<file path="src/rtl/clock_manager_pkg.sv">
// rtl/clock_manager_pkg.sv - shared state type and default parameters for clock_manager
package clock_manager_pkg;

  typedef enum logic [1:0] {
    WAIT_LOCK = 2'd0,
    STRETCH   = 2'd1,
    RUN       = 2'd2
  } cm_state_e;

  localparam int DEF_NUM_CH         = 2;
  localparam int DEF_DIV_W          = 16;
  localparam int DEF_STRETCH_CYCLES = 1024;
  localparam int DEF_SYNC_STAGES    = 2;

endpackage

</file>
<file path="src/rtl/tick_divider.sv">
// rtl/tick_divider.sv - one tick-enable channel: counter, compare and registered tick
module tick_divider #(
  parameter int DIV_W = 16
) (
  input  logic             clock_in,
  input  logic             reset_n,
  input  logic             run_i,
  input  logic [DIV_W-1:0] div_i,
  output logic             tick_o
);

  logic [DIV_W-1:0] cnt_q;
  logic             tick_q;

  // ">=" rather than "==" so a divisor shrunk below the live count wraps instead of overflowing
  always_ff @(posedge clock_in) begin
    if (!reset_n || !run_i || (div_i == '0)) begin
      cnt_q  <= '0;
      tick_q <= 1'b0;
    end else if (cnt_q >= (div_i - DIV_W'(1))) begin
      cnt_q  <= '0;
      tick_q <= 1'b1;
    end else begin
      cnt_q  <= cnt_q + DIV_W'(1);
      tick_q <= 1'b0;
    end
  end

  assign tick_o = tick_q;

endmodule

</file>
<file path="src/rtl/clock_manager.sv">
// rtl/clock_manager.sv - PLL lock synchronizer, stretched reset FSM and tick-enable channels
module clock_manager
  import clock_manager_pkg::*;
#(
  parameter int NUM_CH         = DEF_NUM_CH,
  parameter int DIV_W          = DEF_DIV_W,
  parameter int STRETCH_CYCLES = DEF_STRETCH_CYCLES,
  parameter int SYNC_STAGES    = DEF_SYNC_STAGES
) (
  input  logic                          clock_in,
  input  logic                          reset_n,
  input  logic                          locked_in,
  input  logic [NUM_CH-1:0][DIV_W-1:0]  div_in,
  input  logic                          lock_lost_clear,
  output logic                          reset_n_out,
  output logic [NUM_CH-1:0]             tick_out,
  output logic                          lock_lost,
  output logic [1:0]                    state_out
);

  localparam int CNT_W = (STRETCH_CYCLES > 1) ? $clog2(STRETCH_CYCLES) : 1;
  localparam logic [CNT_W-1:0] STRETCH_LAST = CNT_W'(STRETCH_CYCLES - 1);

  logic [SYNC_STAGES-1:0] sync_q;
  logic                   lock_s;
  cm_state_e              state_q;
  logic [CNT_W-1:0]       stretch_cnt_q;
  logic                   rst_out_q;
  logic                   lock_lost_q;
  logic                   run;

  always_ff @(posedge clock_in) begin
    if (!reset_n) begin
      sync_q <= '0;
    end else begin
      sync_q <= {sync_q[SYNC_STAGES-2:0], locked_in};
    end
  end

  assign lock_s = sync_q[SYNC_STAGES-1];

  // The set of lock_lost comes after the clear so a coincident set overrides it
  always_ff @(posedge clock_in) begin
    if (!reset_n) begin
      state_q       <= WAIT_LOCK;
      stretch_cnt_q <= '0;
      rst_out_q     <= 1'b0;
      lock_lost_q   <= 1'b0;
    end else begin
      rst_out_q <= 1'b0;
      if (lock_lost_clear) begin
        lock_lost_q <= 1'b0;
      end
      case (state_q)
        WAIT_LOCK: begin
          if (lock_s) begin
            state_q       <= STRETCH;
            stretch_cnt_q <= '0;
          end
        end
        STRETCH: begin
          if (!lock_s) begin
            state_q       <= WAIT_LOCK;
            stretch_cnt_q <= '0;
          end else if (stretch_cnt_q == STRETCH_LAST) begin
            state_q       <= RUN;
            stretch_cnt_q <= '0;
            rst_out_q     <= 1'b1;
          end else begin
            stretch_cnt_q <= stretch_cnt_q + CNT_W'(1);
          end
        end
        RUN: begin
          if (!lock_s) begin
            state_q     <= WAIT_LOCK;
            lock_lost_q <= 1'b1;
          end else begin
            rst_out_q <= 1'b1;
          end
        end
        default: begin
          state_q       <= WAIT_LOCK;
          stretch_cnt_q <= '0;
        end
      endcase
    end
  end

  assign run = (state_q == RUN);

  for (genvar g = 0; g < NUM_CH; g++) begin : g_ch
    tick_divider #(
      .DIV_W(DIV_W)
    ) u_div (
      .clock_in(clock_in),
      .reset_n (reset_n),
      .run_i   (run),
      .div_i   (div_in[g]),
      .tick_o  (tick_out[g])
    );
  end

  assign reset_n_out = rst_out_q;
  assign lock_lost   = lock_lost_q;
  assign state_out   = state_q;

endmodule
</file>
<file path="config.mk">
export PLATFORM = sky130hd
export DESIGN_NAME = clock_manager
export DESIGN_NICKNAME = d
export VERILOG_FILES = /design/src/rtl/clock_manager_pkg.sv /design/src/rtl/tick_divider.sv /design/src/rtl/clock_manager.sv
export SDC_FILE = /design/constraint.sdc
export NUM_CORES = 1
export LEC_CHECK = 0
export BUFFER_PORTS_ARGS = -buffer_cell sky130_fd_sc_hd__clkbuf_2
export CORE_ASPECT_RATIO = 1.75
export CORE_MARGIN = 2
export CORE_UTILIZATION = 30
export DETAILED_ROUTE_END_ITERATION = 12
export GPL_ROUTABILITY_DRIVEN = 0
export PLACE_DENSITY_LB_ADDON = 0.3
export SETUP_SLACK_MARGIN = 0.4
export SYNTH_ARGS = -nofsm -noshare
export SYNTH_HDL_FRONTEND = slang
export SYNTH_SLANG_ARGS = --single-unit
</file>
<file path="constraint.sdc">
create_clock -name clock_in -period 4.15 [get_ports clock_in]
set_input_delay 0 -clock clock_in [delete_from_list [all_inputs] [get_ports clock_in]]
set_output_delay 0 -clock clock_in [all_outputs]
set_load 0.02 [all_outputs]
</file>
==> flow_summary.toml, run 1 <==
[outcome]
status = "completed"

[clocking]
cts_buffers = 5
cts_tree = "done"
clk_latency_ns = 0.29
cts.sinks = 50
htree_num_levels = 2
post_cts_buffers = 0
clock-root-buffer = "clkbuf_16"
cts_buffer_depth = 2
clk_pin_slew_ns = 0.06

[drt]
first_iter_violations = 92
ant_nets = 0
via_count = 2920
first_pass_iters = 4
wl_per_cell_um = 13.0
drc = 0
viasPerCell = 5.02
drt_wl_total_mm = 7.55

[setup_path]
crit_path_end_kind = "register"
crit_type = "input pin to register"
path_cells = "clkbuf_2 -> or3_1 -> or4_1 -> nand2b_4 -> nor4_2 -> xnor2_1 -> ha_1 -> nand4_1 -> or2_0 -> or4_1 -> nand3_1 -> nor3_1"
crit_path_max_incr_delay_ns = 0.56
crit_fanout = 16
cpLargestDelayFamily = "simple AND/OR/NAND/NOR gates"
crit_top_cell = "or4_1"
worst_ep_required_time_ns = 4.30
critPathArrivalTime_ns = 3.31
slowest_stage = "or4_1"
path_buf_inv = 1
reg2regPathDepth = 7
crit_cells = 12
cp-start-kind = "input pin"

[synthesis]
ys.flop_type = "dfxtp_1"
synth-edff-count = 0
yosys_warnings = 0
yosysSeqAreaShare_pct = 28.8
netlist_area_um2 = 3480
yosysTopAreaCell = "dfxtp_1"
synth_top_area_share_pct = 28.8
netlist_instances = 403
synth_seq_cells = 50
ys_top_cells_by_area = "dfxtp_1 29%, ha_1 14%, xnor2_1 9.3%, xor2_1 6.6%, nor2_1 4.5%"
ys_types = 47
syn_area_per_cell_um2 = 8.62
async_flop_share_pct = 0
synth_nets = 479

[power]
swShare_pct = 23.9
peakVddDrop_mv = 0.151
p_clk_share_pct = 42.5
comb_power_share_pct = 12.1
p_seq_share_pct = 45.5
leakage_nw = 1.43
powerDensity_nw_per_um2 = 271
internal_power_mw = 0.823
p_sw_mw = 0.259

[finish]
utilization_pct = 34.8
fillers = 1189
drive_gt1_share_pct = 15.9
syn2layout_area_growth_pct = 14.7
post-route-cell-area_um2 = 3990
antenna_cells = 0
layout.nets = 522
final_common_cell = "dfxtp_1"
final_cell_mix = "50 x dfxtp_1, 42 x nor2_1, 41 x clkbuf_2"

[timing]
rsz0062_at_grt = "false"
hold_viol = 0
fin_skew_ns = 0.00395
tns_ns = 0
worstMarginPinSlew_ns = 0.704
slew_violations = 0
fin_crit_sh_pct = 76.2
fin_ws_ns = 0.986
period_minus_slack_ns = 3.16
setup-violations-final = 0
slew_headroom_pct = 52.6
max_freq_mhz = 316

[place]
dp_slack_ns = 0.658
post_dp_cell_area_um2 = 3810
place_hpwl_mm = 6.19
io_buffers = 41

[job]
drv_cap = 0

[floorplanning]
initial_core_util_pct = 30.4
die_x_um = 85.4
top_level_ports = 42
core.rowCount = 52
fp.coreArea_um2 = 11500
die_y_um = 146
design.die.area_um2 = 12500

[global_route]
track_usage_pct = 12.7
grt_pass1_vias = 3006
grt_pass1_wl_mm = 13.2
grt_max_degree = 18
grt_overflow = 0
antenna_found_initial = 0

[min_path]
hold_depth = 3
hold_class = "input pin to register"
==> sequential cells by signal (all words and copies together) (netlist names) <==
signal and count:
g_ch.u_div.cnt_q 32, g_ch.u_div.tick_o 2, lock_lost 1, reset_n_out 1, state_out 2, stretch_cnt_q 10, sync_q 2
==> layout make-up <==
type / instances / area, µm² / area share, %
clock buffer: 5 / 125 / 3.14
clock inverter: 3 / 40.0 / 1.00
inverter: 16 / 60.1 / 1.51
multi-input combinational: 329 / 2360 / 59.2
sequential: 50 / 1000 / 25.1
tap: 135 / 169 / 4.24
timing repair buffer: 44 / 230 / 5.78
==> metrics by stage <==
step	instances	total power, mW	hold slack [ns]
2_1_floorplan	403	0.580	0.127
3_3_place_gp	573	0.630	0.209
3_5_place_dp	573	0.632	0.209
4_1_cts	582	1.10	0.0157
5_1_grt	582	1.13	0.0343
6_report	582	1.08	0.0226
==> worst min-delay path: stages <==
cell and delay, ns:
clkbuf_2 0.08, o22ai_1 0.05, and2_1 0.14
==> path summary, 6_finish.rpt <==
| path | startpoint | endpoint | slack, ns |
|---|---|---|---|
| worst min register to register | sync_q[0]$_SDFF_PN0_ | sync_q[1]$_SDFF_PN0_ | 0.44 |
| worst max-delay path | div_in[19] | g_ch[1].u_div.cnt_q[12]$_SDFF_PP0_ | 0.99 |
| worst min-delay path | lock_lost_clear | lock_lost$_SDFF_PN0_ | 0.02 |
| worst max register to register | g_ch[1].u_div.cnt_q[0]$_SDFF_PP0_ | g_ch[1].u_div.cnt_q[12]$_SDFF_PP0_ | 1.53 |
==> repair_timing <==
action	in CTS	in global routing
setup endpoints to repair	0	0
hold endpoints to repair	1	0
hold buffers	1	0
gates resized for setup	0	0
==> cell usage after synthesis, types with 3 or more instances <==
| master | instances |
|---|---|
| buf_4 | 3 |
| nor3_1 | 27 |
| xor2_1 | 26 |
| nor2_4 | 7 |
| nand2_1 | 34 |
| nor2_1 | 42 |
| dfxtp_1 | 50 |
| clkbuf_1 | 3 |
| and3_1 | 5 |
| nor2_2 | 3 |
| nor2b_1 | 3 |
| or4_1 | 3 |
| nor4_1 | 7 |
| and2_1 | 3 |
| o21ai_0 | 11 |
| nand4_1 | 15 |
| a21oi_1 | 12 |
| nand2b_1 | 3 |
| a211oi_1 | 4 |
| nand3_1 | 17 |
| and4_1 | 5 |
| inv_1 | 16 |
| xnor2_1 | 37 |
| ha_1 | 40 |
==> routing by layer <==
metal  vias up  GRT usage [%]  share of wire, %
li1       1511              -                 -
met1      1342           12.9                38
met2        50           25.4                57
met3        17           1.53               2.2
met4         0           4.92               2.6
met5         -              0                 0
==> cell families (layout without fill, tap and decap cells) <==
| family | count (synthesis) | count (layout) | synth area share [%] |
|---|---|---|---|
| AND/OR/NAND/NOR | 190 | 190 | 30.8 |
| flip-flops | 50 | 50 | 28.8 |
| buffers and inverters | 24 | 68 | 3.28 |
| AO/OA/AOI/OAI | 36 | 36 | 6.80 |
| adder cells (fa/ha/maj) | 40 | 40 | 14.4 |
| XOR/XNOR | 63 | 63 | 15.9 |
==> power groups by stage <==
stage / clock [mW] / combinational, mW / sequential (mW)
CTS: 0.475 / 0.132 / 0.491
detailed placement: 0 / 0.130 / 0.502
finish: 0.460 / 0.130 / 0.492
global route: 0.494 / 0.148 / 0.492
global placement: 0 / 0.127 / 0.503
floorplan: 0 / 0.0762 / 0.504
Power figures use the tool's default switching activity.
==> inputs of run 2 (changes only) <==
Clock period 4.15 ns to 2.5 ns, I/O delays scaled along.
==> run 2 against run 1 <==
The flow now finishes with violations (setup timing). Total power is 74% higher. Sequential share of layout area is 3.4 points lower. Wire length increased by 7.5%. Sequential power increased by 66%. Clock power rose by 72%. Final cell count is 7.7% higher. Worst hold slack improved by 0.0074 ns. Count of clock-buffer cells in the layout did not move. Highest routed layer unchanged.
==> flow_summary.toml, run 2 (synthesized netlist as in run 1, its figures left out) <==
[outcome]
status = "finished, violations left"
violations = "setup timing"

[job]
drv_cap = 0

[place]
io_buffers = 41
place_hpwl_mm = 6.46

[global_route]
grt_overflow = 0
track_usage_pct = 13.6
grt_pass1_vias = 3235
grt_max_degree = 18
grt_pass1_wl_mm = 14.1
antenna_found_initial = 0

[finish]
largest_reg_flops = 32
largest_register = "g_ch.u_div.cnt_q"
final_common_cell = "dfxtp_1"
antenna_cells = 0
layout.nets = 567
syn2layout_area_growth_pct = 32.5
drive_gt1_share_pct = 31.3
utilization_pct = 40.2
top_regs = "g_ch.u_div.cnt_q: 32 flops, stretch_cnt_q: 10 flops"
final_cell_mix = "50 x dfxtp_1, 43 x buf_4, 40 x ha_1"

[timing]
worstMarginPinSlew_ns = 0.616
fin_crit_sh_pct = 103
fin_ws_ns = -0.0772
setup-violations-final = 32
period_minus_slack_ns = 2.58
fin_skew_ns = 0.00717
rsz0062_at_grt = "true"
slew_headroom_pct = 57.9
tns_ns = -1.52
slew_violations = 0
max_freq_mhz = 388
hold_viol = 0

[setup_path]
cp-start-kind = "input pin"
crit_top_cell = "buf_6"
cpLargestDelayFamily = "simple AND/OR/NAND/NOR gates"
critPathArrivalTime_ns = 2.81
worst_ep_required_time_ns = 2.73
crit_fanout = 8
crit_path_end_kind = "register"
path_cells = "buf_6 -> or3_4 -> nor4b_4 -> nand2_2 -> buf_6 -> xor2_2 -> ha_1 -> a21oi_2 -> o21ai_2 -> a211oi_2 -> or4b_4 -> buf_8 -> nor2_1"
crit_path_max_incr_delay_ns = 0.53
crit_type = "input pin to register"
slowest_stage = "or4b_4"
path_buf_inv = 3

[drt]
drt_wl_total_mm = 8.12
ant_nets = 0
first_iter_violations = 40
via_count = 3079
drc = 0
viasPerCell = 4.91
wl_per_cell_um = 12.9
first_pass_iters = 4

[floorplanning]
design.die.area_um2 = 12500
top_level_ports = 42
core.rowCount = 52
initial_core_util_pct = 30.4
die_y_um = 146
fp.coreArea_um2 = 11500
die_x_um = 85.4

[power]
leakage_nw = 1.71
p_clk_share_pct = 42.1
p_sw_mw = 0.463
finalPower_mw = 1.88
internal_power_mw = 1.42
p_seq_share_pct = 43.4
swShare_pct = 24.6
peakVddDrop_mv = 0.348
powerDensity_nw_per_um2 = 408
comb_power_share_pct = 14.4

[clocking]
clk_latency_ns = 0.29
cts_tree = "done"
clk_pin_slew_ns = 0.07
htree_num_levels = 2
cts_buffer_depth = 2
cts.sinks = 50
clock-root-buffer = "clkbuf_16"
cts_buffers = 5

[min_path]
hold_class = "input pin to register"
## run 2: cell types whose count changed in the layout (fill, tap and decap cells not counted), sizes merged
cell,delta
buf,+46
clkbuf,-2
clkinv,-2
clkinvlp,+1
inv,+1
nand3,+1
## run 2: cell type report
class / count / area [µm²]
flip-flops and latches: 50 / 1000
inverters: 16 / 60.1
repair buffers: 88 / 597
well taps: 135 / 169
fillers: 1178 / 6850
clock buffers: 5 / 125
multi-input cells: 330 / 2610
clock inverters: 3 / 48.8
## run 2: power groups by stage
stage          logic, mW  registers (mW)  clock network [mW]
5_1_grt            0.305           0.818               0.845
2_1_floorplan      0.129           0.837                   0
4_1_cts            0.269           0.816               0.817
3_3_place_gp       0.257           0.834                   0
6_report           0.272           0.816               0.792
3_5_place_dp       0.263           0.835                   0
## run 2: metal layers
layer	up-vias	share of wire, %	global-route usage, %
li1	1596	-	-
met1	1419	39	14.5
met2	50	56	26.4
met3	14	2.6	1.75
met4	0	2.7	5.08
met5	-	0	0
## run 2: worst paths after layout
kind / from / end / slack [ns] / cells after the start
max reg2reg: g_ch[0].u_div.cnt_q[0]$_SDFF_PP0_ / g_ch[0].u_div.cnt_q[4]$_SDFF_PP0_ / 0.24 / 8
max: div_in[1] / g_ch[0].u_div.cnt_q[4]$_SDFF_PP0_ / -0.08 / 13
min reg2reg: sync_q[0]$_SDFF_PN0_ / sync_q[1]$_SDFF_PN0_ / 0.44 / 1
min: lock_lost_clear / lock_lost$_SDFF_PN0_ / 0.03 / 3
## run 2: worst reg2reg max path, stage by stage, from the launching register on
cell,delay (ns)
dfxtp_1,0.41
inv_1,0.07
ha_1,0.27
nand2b_4,0.15
a2111oi_4,0.40
a2111oi_4,0.09
or4b_4,0.57
buf_8,0.17
nor2_1,0.08
## run 2: metrics by stage
stage	setup WS [ns]	std cells	instance area, µm²	hold WS (ns)
after CTS	-0.0591	626	4520	0.0202
after floorplan	-0.262	403	3590	0.127
after detailed placement	-0.453	614	4210	0.215
after global routing	-0.174	627	4610	0.0630
final	-0.0772	627	4610	0.0300
after global placement	-0.411	614	4210	0.207
## run 2: what timing repair did
| action | in CTS | in global routing |
|---|---|---|
| pin swaps | 18 | 8 |
| cloned | 1 | 0 |
| buffers inserted | 2 | 1 |
| endpoints found under the hold margin | 1 | 0 |
| hold buffers | 1 | 0 |
| gates resized for setup | 22 | 19 |
| endpoints found under the setup margin | 34 | 34 |
==> inputs of run 3 (changes only) <==
Settings changed: CORE_ASPECT_RATIO 1.75 to 0.75.
==> run 3 against run 2 <==
The flow still finishes with violations (setup timing). Clock skew up 0.0040 ns. Critical path type unchanged. First-iteration DRC count rose to 5.2 times the previous value. Highest routed layer unchanged. Non-clock buffer count up 5. Wire length up 1.2%. Flip-flop and latch count unchanged. Sequential power about the same. Count of clock-buffer cells in the layout up 1. Final cell count up 2.2%. Clock power down 17%.
==> flow_summary.toml, run 3 (synthesized netlist as in run 1, its figures left out) <==
[outcome]
status = "finished, violations left"
violations = "setup timing"

[floorplanning]
design.die.area_um2 = 12500
top_level_ports = 42
fp.coreArea_um2 = 11400
initial_core_util_pct = 30.4
die_y_um = 97.2
core.rowCount = 34
die_x_um = 128

[place]
place_hpwl_mm = 6.19
io_buffers = 41
dpl.cell_count = 626

[finish]
regArea_um2 = 1000
largest_register = "g_ch.u_div.cnt_q"
top_regs = "g_ch.u_div.cnt_q: 32 flops, stretch_cnt_q: 10 flops"
final_common_cell = "dfxtp_1"
antenna_cells = 0
multi_input_area_um2 = 2590
utilization_pct = 40.4
syn2layout_area_growth_pct = 32.9
fillers = 1131
final_cell_mix = "50 x dfxtp_1, 49 x buf_4, 40 x ha_1"
layout.nets = 572
fin_cells = 641
largest_reg_flops = 32
drive_gt1_share_pct = 30.6

[setup_path]
path_cells = "buf_6 -> or3_4 -> nor4b_4 -> nand2_2 -> nor3_2 -> xnor2_1 -> ha_1 -> a211oi_2 -> nor2_1 -> a211oi_2 -> or4b_4 -> clkbuf_16 -> nor2_1"
crit_path_end_kind = "register"
cp-start-kind = "input pin"
worst_ep_required_time_ns = 2.73
crit_fanout = 8
crit_path_max_incr_delay_ns = 0.54
path_buf_inv = 2
critPathArrivalTime_ns = 2.80
slowest_stage = "or4b_4"
crit_type = "input pin to register"
cpLargestDelayFamily = "simple AND/OR/NAND/NOR gates"

[global_route]
grt_overflow = 0
grt_util_met2_pct = 19.6
met3_usage_pct = 2.92
grtUsageMet1_pct = 19.3
antenna_found_initial = 0
grt_max_degree = 17
grt-busiest-layer = "met2"
grt_pass1_vias = 2912
track_usage_pct = 13.2
grt_pass1_wl_mm = 13.5

[timing]
period_minus_slack_ns = 2.57
slew_violations = 0
fin_crit_sh_pct = 103
slew_headroom_pct = 56.5
holdWs_ns = 0.0243
tns_ns = -1.27
worstMarginPinSlew_ns = 0.636
max_freq_mhz = 389
fin_skew_ns = 0.0112
hold_viol = 0
fin_ws_ns = -0.0709
rsz0062_at_grt = "true"
setup-violations-final = 32

[power]
p_seq_share_pct = 46.6
finalPower_mw = 1.75
comb_power_share_pct = 15.8
powerDensity_nw_per_um2 = 380
p_sw_mw = 0.440
swShare_pct = 25.1
peakVddDrop_mv = 0.245
leakage_nw = 1.72
internal_power_mw = 1.31
p_clk_share_pct = 37.7

[drt]
via_count = 3075
viasPerCell = 4.80
ant_nets = 0
drt_wl_total_mm = 8.21
first_pass_iters = 4
first_iter_violations = 206
drc = 0
wl_per_cell_um = 12.8

[clocking]
cts_buffers = 5
cts_buffer_depth = 2
clk_latency_ns = 0.29
cts.sinks = 50
clk_pin_slew_ns = 0.07
htree_num_levels = 2
clock-root-buffer = "clkbuf_16"
cts_tree = "done"

[job]
drv_cap = 0

[min_path]
hold_class = "input pin to register"
## run 3: cell types whose count changed in the layout (fill, tap and decap cells not counted), moves of 2 or more
cell | before | now
buf_4 | 43 | 49
nor2_2 | 5 | 3
nor2_4 | 10 | 12
nor3_1 | 11 | 17
nor3_2 | 16 | 10
nor4_1 | 7 | 5
nor4_2 | 1 | 3
## run 3: power by group through the flow
stage          sequential, mW  clock (mW)  combinational (mW)
6_report                0.816       0.660               0.276
3_5_place_dp            0.835           0               0.264
4_1_cts                 0.816       0.688               0.272
3_3_place_gp            0.834           0               0.258
5_1_grt                 0.818       0.716               0.312
2_1_floorplan           0.837           0               0.129
## run 3: worst reg2reg max path: stages, from the launching register on
cell	delay, ns
dfxtp_1	0.44
inv_1	0.07
ha_1	0.27
nand2b_4	0.15
a2111oi_4	0.39
a2111oi_4	0.09
or4b_4	0.55
clkbuf_16	0.21
nor2_1	0.08
## run 3: through the flow
| stage | cell area [µm²] | worst slack (ns) |
|---|---|---|
| after detailed placement | 4260 | -0.424 |
| final | 4620 | -0.0709 |
| after floorplan | 3590 | -0.262 |
| after CTS | 4500 | -0.0248 |
| after global routing | 4620 | -0.176 |
| after global placement | 4260 | -0.404 |
## run 3: final timing paths
| path | from | end | slack (ns) | depth (start not counted) |
|---|---|---|---|---|
| hold reg to reg | sync_q[0]$_SDFF_PN0_ | sync_q[1]$_SDFF_PN0_ | 0.44 | 1 |
| setup reg to reg | g_ch[0].u_div.cnt_q[0]$_SDFF_PP0_ | g_ch[0].u_div.cnt_q[4]$_SDFF_PP0_ | 0.19 | 8 |
| setup / recovery | div_in[2] | g_ch[0].u_div.cnt_q[4]$_SDFF_PP0_ | -0.07 | 13 |
| hold / removal | lock_lost_clear | lock_lost$_SDFF_PN0_ | 0.02 | 3 |
## run 3: area by class of cell
cell class / instances / share of cell area (%)
multi-input combinational: 330 / 56.2
sequential: 50 / 21.7
timing repair buffer: 93 / 13.9
tap: 144 / 3.90
clock buffer: 6 / 2.79
inverter: 16 / 1.30
clock inverter: 2 / 0.298
## run 3: per-layer routing
layer / share of wire [%] / vias to the layer above
met5: 0 / -
met4: 1.1 / 0
met3: 2.8 / 9
met2: 43 / 36
met1: 53 / 1426
li1: - / 1604
## run 3: what timing repair did
action	CTS	global route
resized for setup	14	17
setup buffers	2	2
pin swaps	3	10
hold buffers	1	0
setup endpoints to repair	34	34
cloned	1	1
endpoints found under the hold margin	1	0
